===== config.mk =====
export PLATFORM = sky130hd
export DESIGN_NAME = eq_coeff_load_scheduler
export DESIGN_NICKNAME = d
export VERILOG_FILES = /design/src/rtl/eq_coeff_load_scheduler.sv
export SDC_FILE = /design/constraint.sdc
export NUM_CORES = 1
export LEC_CHECK = 0
export CORE_MARGIN = 2
export CORE_UTILIZATION = 30
export DETAILED_ROUTE_END_ITERATION = 10
export GPL_ROUTABILITY_DRIVEN = 0
export HOLD_SLACK_MARGIN = 0.02
export PLACE_DENSITY = 0.57
export SLEW_MARGIN = 20
export SYNTH_ARGS = -nofsm -noshare
export SYNTH_HDL_FRONTEND = slang
export SYNTH_SLANG_ARGS = --single-unit

===== constraint.sdc =====
create_clock -name clk -period 6.4 [get_ports clk]
set_clock_uncertainty 0.05 [all_clocks]
set_input_delay 0.96 -clock clk [delete_from_list [all_inputs] [get_ports clk]]
set_output_delay 0.96 -clock clk [all_outputs]
set_load 0.005 [all_outputs]

===== src/rtl/eq_coeff_load_scheduler.sv =====
// Coefficient load scheduler for the equalizer band filters.
// Round-robin arbitrates band reload requests, streams the winning band's taps
// from the shared coefficient ROM into that filter's write port, then pulses
// write_done/ack for one enabled cycle.
module eq_coeff_load_scheduler #(
   parameter int unsigned NUM_BANDS = 8,
   parameter int unsigned TAPS      = 64,
   parameter int unsigned COEFF_W   = 16,
   parameter int unsigned ADDR_W    = 6,
   parameter int unsigned ROM_AW    = 9
) (
   input  logic                 clk,
   input  logic                 rst,
   input  logic                 clk_enable,
   input  logic [NUM_BANDS-1:0] i_req,
   output logic [NUM_BANDS-1:0] o_ack,
   output logic                 o_busy,
   output logic                 o_rom_en,
   output logic [ROM_AW-1:0]    o_rom_addr,
   input  logic [COEFF_W-1:0]   i_rom_data,
   output logic [NUM_BANDS-1:0] o_write_enable,
   output logic [ADDR_W-1:0]    o_write_address,
   output logic [COEFF_W-1:0]   o_coeffs_in,
   output logic [NUM_BANDS-1:0] o_write_done
);

   localparam int unsigned BAND_W = $clog2(NUM_BANDS);
   // Counter value of the final write-only LOAD cycle.
   localparam logic [ADDR_W:0] TapLast = (ADDR_W+1)'(TAPS);

   typedef enum logic [1:0] {StIdle, StLoad, StDone} state_e;

   state_e              state_q, state_d;
   logic [BAND_W-1:0]   band_q, band_d;
   logic [BAND_W-1:0]   ptr_q, ptr_d;
   logic [ADDR_W:0]     tap_q, tap_d;

   // Hold registers so address/data outputs stay put while their strobes are low.
   logic [ROM_AW-1:0]   rom_addr_q;
   logic [ADDR_W-1:0]   wr_addr_q;
   logic [COEFF_W-1:0]  coeff_q;

   logic [BAND_W-1:0]   grant;
   logic [BAND_W-1:0]   idx;
   logic                grant_valid;
   logic                rom_rd;
   logic                wr_act;
   logic [ADDR_W-1:0]   tap_prev;
   logic [NUM_BANDS-1:0] band_oh;

   // Round-robin pick: first requesting band at or after the pointer.
   always_comb begin
      grant       = ptr_q;
      grant_valid = 1'b0;
      idx         = '0;
      for (int k = 0; k < int'(NUM_BANDS); k++) begin
         idx = ptr_q + BAND_W'(k);
         if (!grant_valid && i_req[idx]) begin
            grant       = idx;
            grant_valid = 1'b1;
         end
      end
   end

   // FSM state and load context registers.
   always_ff @(posedge clk or negedge rst) begin
      if (!rst) begin
         state_q <= StIdle;
         band_q  <= '0;
         ptr_q   <= '0;
         tap_q   <= '0;
      end else if (clk_enable) begin
         state_q <= state_d;
         band_q  <= band_d;
         ptr_q   <= ptr_d;
         tap_q   <= tap_d;
      end
   end

   // Next-state logic: grant in IDLE, count taps in LOAD, one-cycle DONE.
   always_comb begin
      state_d = state_q;
      band_d  = band_q;
      ptr_d   = ptr_q;
      tap_d   = tap_q;
      unique case (state_q)
         StIdle: begin
            if (grant_valid) begin
               state_d = StLoad;
               band_d  = grant;
               ptr_d   = grant + BAND_W'(1);
               tap_d   = '0;
            end
         end
         StLoad: begin
            if (tap_q == TapLast) begin
               state_d = StDone;
            end else begin
               tap_d = tap_q + (ADDR_W+1)'(1);
            end
         end
         StDone: state_d = StIdle;
         default: state_d = StIdle;
      endcase
   end

   // Output decode; writes trail ROM reads by one cycle to absorb ROM latency.
   always_comb begin
      rom_rd   = (state_q == StLoad) && (tap_q != TapLast);
      wr_act   = (state_q == StLoad) && (tap_q != '0);
      // Low bits wrap to TAPS-1 on the final write cycle.
      tap_prev = tap_q[ADDR_W-1:0] - ADDR_W'(1);
      band_oh  = '0;
      band_oh[band_q] = 1'b1;

      o_busy          = (state_q != StIdle);
      o_rom_en        = rom_rd;
      o_rom_addr      = rom_rd ? {band_q, tap_q[ADDR_W-1:0]} : rom_addr_q;
      o_write_enable  = wr_act ? band_oh : '0;
      o_write_address = wr_act ? tap_prev : wr_addr_q;
      o_coeffs_in     = wr_act ? i_rom_data : coeff_q;
      o_write_done    = (state_q == StDone) ? band_oh : '0;
      o_ack           = (state_q == StDone) ? band_oh : '0;
   end

   // Capture the last driven address/data so they hold between bursts.
   always_ff @(posedge clk or negedge rst) begin
      if (!rst) begin
         rom_addr_q <= '0;
         wr_addr_q  <= '0;
         coeff_q    <= '0;
      end else if (clk_enable) begin
         if (rom_rd) begin
            rom_addr_q <= {band_q, tap_q[ADDR_W-1:0]};
         end
         if (wr_act) begin
            wr_addr_q <= tap_prev;
            coeff_q   <= i_rom_data;
         end
      end
   end

endmodule

After elaboration in Yosys (flattened, before gate mapping). Cells that the tools add are included.

Input port bits: 27. Register bits after elaboration: 46.

$lt $le $gt $ge: 10. $add $sub $neg: 10. Equality and inequality tests: 7. Reduce and logical (&&, ||, !) cells: 24. Multiplexer cells: 44.

Operators with widths (count): < comparator 3 x 4 -> 1 bit (second input constant) (9); binary-select mux 1 bit (select 3 bit) (8); two-way mux 3 bit (7); two-way mux 1 bit (17); two-way mux 16 bit (1); two-way mux 8 bit (2); two-way mux 7 bit (2); one-hot mux 7 bit (2 select lines) (1); adder 3 bit (second input constant) (4); logical AND 1 bit (10); two-way mux 9 bit (1); adder 7 x 1 -> 7 bit (second input constant) (1); == test 7 bit (second input constant) (1); zero test 1 bit (7); != test 7 bit (second input constant) (1); nonzero test 7 bit (1); adder 3 x 1 -> 3 bit (second input constant) (2); adder 3 x 2 -> 3 bit (second input constant) (2); two-way mux 6 bit (1); != test 2 bit (second input constant) (3); AND reduction 3 bit (2); subtractor 6 x 1 -> 6 bit (second input constant) (1); two-way mux 2 bit (2); one-hot mux 2 bit (2 select lines) (1); other kinds (7) (8).

Longest topological paths before layout.
Depth after elaboration: 26. Gate-level depth with buffers: 15. Gate-level depth less buffers: 13.

Least setup slack after synthesis. OpenSTA, ideal clock, no wires.

Path type: register to register. Start point: register ptr_q[1]. End point: register ptr_q[2]. Period minus slack after synthesis: 3.352 ns. Data arrival time: 3.182 ns. Path buffers: 2. Data required time: 6.230 ns. Cell stages (with the launch flop): 14. Slack: 3.048 ns. Cell sequence: dfrtp_1 > buf_4 > inv_1 > ha_1 > buf_2 > mux4_2 > mux2i_1 > o21ai_0 > a32oi_1 > xnor2_1 > ha_1 > nor3_1 > a32o_1 > a31o_2.

Longest elaborated chain between the ends: 25.

Ends and longest elaborated chain: from (decl) (RTL line 35) `logic [BAND_W-1:0] ptr_q, ptr_d;`; from (signal assigned) (RTL line 75) `ptr_q <= ptr_d;`; parallel branches: the longest is 23 deep, another holds adder 3 x 1 -> 3 bit; two-way mux 3 bit * (RTL line 58) `if (!grant_valid && i_req[idx]) begin`; via grant[0] (RTL line 43) `logic [BAND_W-1:0] grant;`; adder 3 x 1 -> 3 bit * (RTL line 91) `ptr_d = grant + BAND_W'(1);`.

Mark *: on every way through the listed nets, which the timed path passes. The select of a mux whose other input is x is not followed. A chain may end at the register's enable or synchronous reset.

Worst setup path in the final report. Ends and elaborated chain as after synthesis.

==> impl_metrics.py <==
metrics = {
    "clock_network": {
        "cts_tree": "yes",
        "cts_buffers": 5,
        "cts_sinks": 46,
        "cts-root-buf": "clkbuf_16",
        "postCtsSetupRepairBufs": 0,
        "clk_latency_ps": 280,
        "cts_repair_resize_count": 0,
        "clk_pin_slew_ps": 60,
        "ctsHoldBuffers": 0,
        "cts_buffer_depth": 2,
        "htree_levels": 2,
    },
    "worst_setup_path": {
        "crit_path_start_kind": "flop",
        "reg2reg_depth": 12,
        "cp_slowest_cell": "dfrtp_1",
        "cp.arrival_ps": 4420,
        "reg2reg_slack_ps": 2090,
        "cpPeakStageDelay_ps": 800,
        "r2r-end": "ptr_q[2]",
        "r2r-start": "ptr_q[1]",
        "required_ps": 6520,
        "worstSetupPathType": "reg -> reg",
        "cp_max_fo": 20,
        "path_delay_family": "adder cells",
        "crit_chain": "inv_1 > ha_1 > inv_1 > mux4_2 > a32oi_2 > nor3b_2 > a32oi_1 > xnor2_1 > ha_1 > nor3_1 > a32o_1 > a31o_2",
        "end_kind": "flop",
        "path_buf_inv": 2,
    },
    "grt": {
        "gr-usage-all-layers_pct": 14.07,
        "grt_max_degree": 47,
        "antenna_found_initial": 0,
        "grt_overflow_total": 0,
        "grt_pass1_vias": 3116,
        "grt_pass1_wl_mm": 15.20,
    },
    "place": {
        "dpl.hpwl_mm": 6.500,
        "port_buffers": 83,
        "dpl_cell_area_um2": 4473,
    },
    "power_and_ir_drop": {
        "powerDensity_nw_per_um2": 452.7,
        "power_frac_seq_pct": 24.6,
        "swShare_pct": 42.25,
        "vdd_drop_max_mv": 0.1541,
        "p_leak_nw": 1.843,
        "p_int_mw": 1.209,
        "power_switching_uw": 884.3,
        "power_frac_comb_pct": 63.2,
        "p_clk_share_pct": 12.2,
    },
    "logic_synthesis": {
        "syn_area_um2": 3650,
        "yosys_most_used_dff": "dfrtp_1",
        "syn_nets": 448,
        "synth_seq_cells": 46,
        "ys_types": 59,
        "syn_area_per_cell_um2": 8.795,
        "ys_warn_count": 0,
        "synth.most_common_cell": "nor2_1",
        "synth_edf_count": 0,
        "synth_cells": 415,
        "synth_top_cell_area_share_pct": 31.54,
        "yosys-top-cells-count": "nor2_1, dfrtp_1, nand2_1",
        "yosysSeqAreaShare_pct": 31.54,
        "yosysTopAreaCell": "dfrtp_1",
        "synth-async-reset-ratio_pct": 100.0,
        "synthTopCellsByArea": "dfrtp_1, nor2_1, mux2_2, mux2i_1, mux4_2",
    },
    "finish": {
        "seq_area_um2": 1151,
        "fillers": 1201,
        "nNetsFinal": 507,
        "multiInputGateArea_um2": 2230,
        "fin_area_um2": 4623,
        "utilization_pct": 38.65,
        "syn_to_final_growth_pct": 26.67,
        "num_antenna_cells": 0,
        "drive_above_1_share_pct": 14.32,
    },
    "outcome": {
        "outcome": "finished, final reports clean",
    },
    "timing": {
        "fmax_mhz": 232.2,
        "min_period_over_period_pct": 67.29,
        "setup_viol": 0,
        "worst-slew-pin-transition_ps": 763.2,
        "relSlewSlack_pct": 48.81,
        "post-route-min-period_ps": 4307,
        "setup_tns_ps": 0,
        "finalHoldViolCount": 0,
        "rsz0062_at_grt": "false",
        "drv_slew": 0,
    },
    "hold_path": {
        "hold_class": "reg -> reg",
        "holdPathEnd": "wr_addr_q[1]",
        "min_path_cells": 1,
        "min-delay-start": "wr_addr_q[1]",
    },
    "drt": {
        "drt_wl_total_mm": 9.011,
        "via_per_inst": 5.146,
        "wl_per_cell_um": 14.49,
        "dr.pass1.iters": 4,
        "drc": 0,
        "ant_nets": 0,
        "vias": 3201,
        "drt_iter0_markers": 211,
    },
    "floorplan": {
        "die_w_um": 114.3,
        "die_h_um": 114.3,
        "initial_core_util_pct": 30.51,
        "die-area_um2": 13060,
        "coreArea_um2": 11960,
        "ios": 84,
        "placementRows": 40,
    },
    "run": {
        "maxCapViolCount": 0,
    },
}
metrics by stage:
stage / hold slack, ps / power (mW) / std cells / setup WS (ps)
global placement: 436.9 / 1.822 / 614 / 2230
finish: 454.3 / 2.093 / 622 / 2093
global route: 469.5 / 2.275 / 622 / 1733
detailed placement: 445.9 / 1.845 / 614 / 2135
CTS: 460.3 / 2.112 / 622 / 2113
floorplan: 419.3 / 1.453 / 415 / 3048
metal layers:
layer  track usage, %  vias up  wire length (µm)
met2            24.09       63              4459
met5                0        -                 0
li1                 -     1571                 -
met1            19.14     1562              4189
met3            1.959        5               306
met4            2.602        0                57
layout make-up:
cell class,instances,area share [%]
Timing Repair Buffer,87,18.57
Inverter,14,1.137
Multi-Input combinational cell,320,48.23
Clock buffer,7,3.085
Sequential cell,46,24.90
Clock inverter,1,0.1083
Tap cell,147,3.978
kinds of logic (layout without fill, tap and decap cells):
| family | after synthesis | count (layout) | share of synthesized area (%) |
|---|---|---|---|
| flops | 46 | 46 | 31.54 |
| simple gates | 176 | 176 | 21.43 |
| compound gates | 63 | 63 | 12.24 |
| mux | 64 | 64 | 22.42 |
| xor+xnor | 11 | 11 | 2.845 |
| fa+ha+maj | 6 | 6 | 2.057 |
| buf+inv | 49 | 109 | 7.473 |
registers in the layout (all words and copies together), names as in the netlist:
signal	cells
wr_addr_q	6
tap_q	7
coeff_q	16
state_q	2
band_q	3
ptr_q	3
rom_addr_q	9
worst max-delay path by stage:
stage	start	endpoint	slack, ps	depth (start not counted)
global placement	i_req[6]	ptr_q[2]	2230	12
floorplan	ptr_q[1]	ptr_q[2]	3050	13
detailed placement	ptr_q[1]	ptr_q[2]	2130	12
CTS	ptr_q[1]	ptr_q[2]	2110	12
finish	ptr_q[1]	ptr_q[2]	2090	12
global route	ptr_q[1]	ptr_q[2]	1730	12
cells in the final DEF, fill, tap and decap left out, drive strengths merged, types with 2 or more instances in the layout:
master / netlist / layout
o31ai: 6 / 6
clkinv: 1 / 2
o21ai: 20 / 20
nand2: 39 / 39
dfrtp: 46 / 46
a221oi: 2 / 2
a22o: 3 / 3
nor2: 90 / 90
clkdlybuf4s50: 0 / 82
mux2: 30 / 30
or2b: 2 / 2
or4: 4 / 4
mux2i: 24 / 24
a31oi: 3 / 3
ha: 6 / 6
inv: 13 / 13
nand3: 10 / 10
xor2: 5 / 5
buf: 14 / 5
nor4: 3 / 3
xnor2: 6 / 6
or2: 2 / 2
and3: 3 / 3
nand2b: 5 / 5
nor3: 11 / 11
a21oi: 8 / 8
o211ai: 7 / 7
clkbuf: 21 / 7
o22ai: 2 / 2
a32oi: 2 / 2
mux4: 10 / 10
power groups by stage:
stage	clock, mW	sequential (mW)	combinational (mW)
2_1_floorplan	0	0.434	1.02
3_3_place_gp	0	0.513	1.31
3_5_place_dp	0	0.521	1.32
4_1_cts	0.265	0.514	1.33
5_1_grt	0.278	0.534	1.46
6_report	0.255	0.515	1.32
No activity file was read; power rests on OpenSTA's default activity.
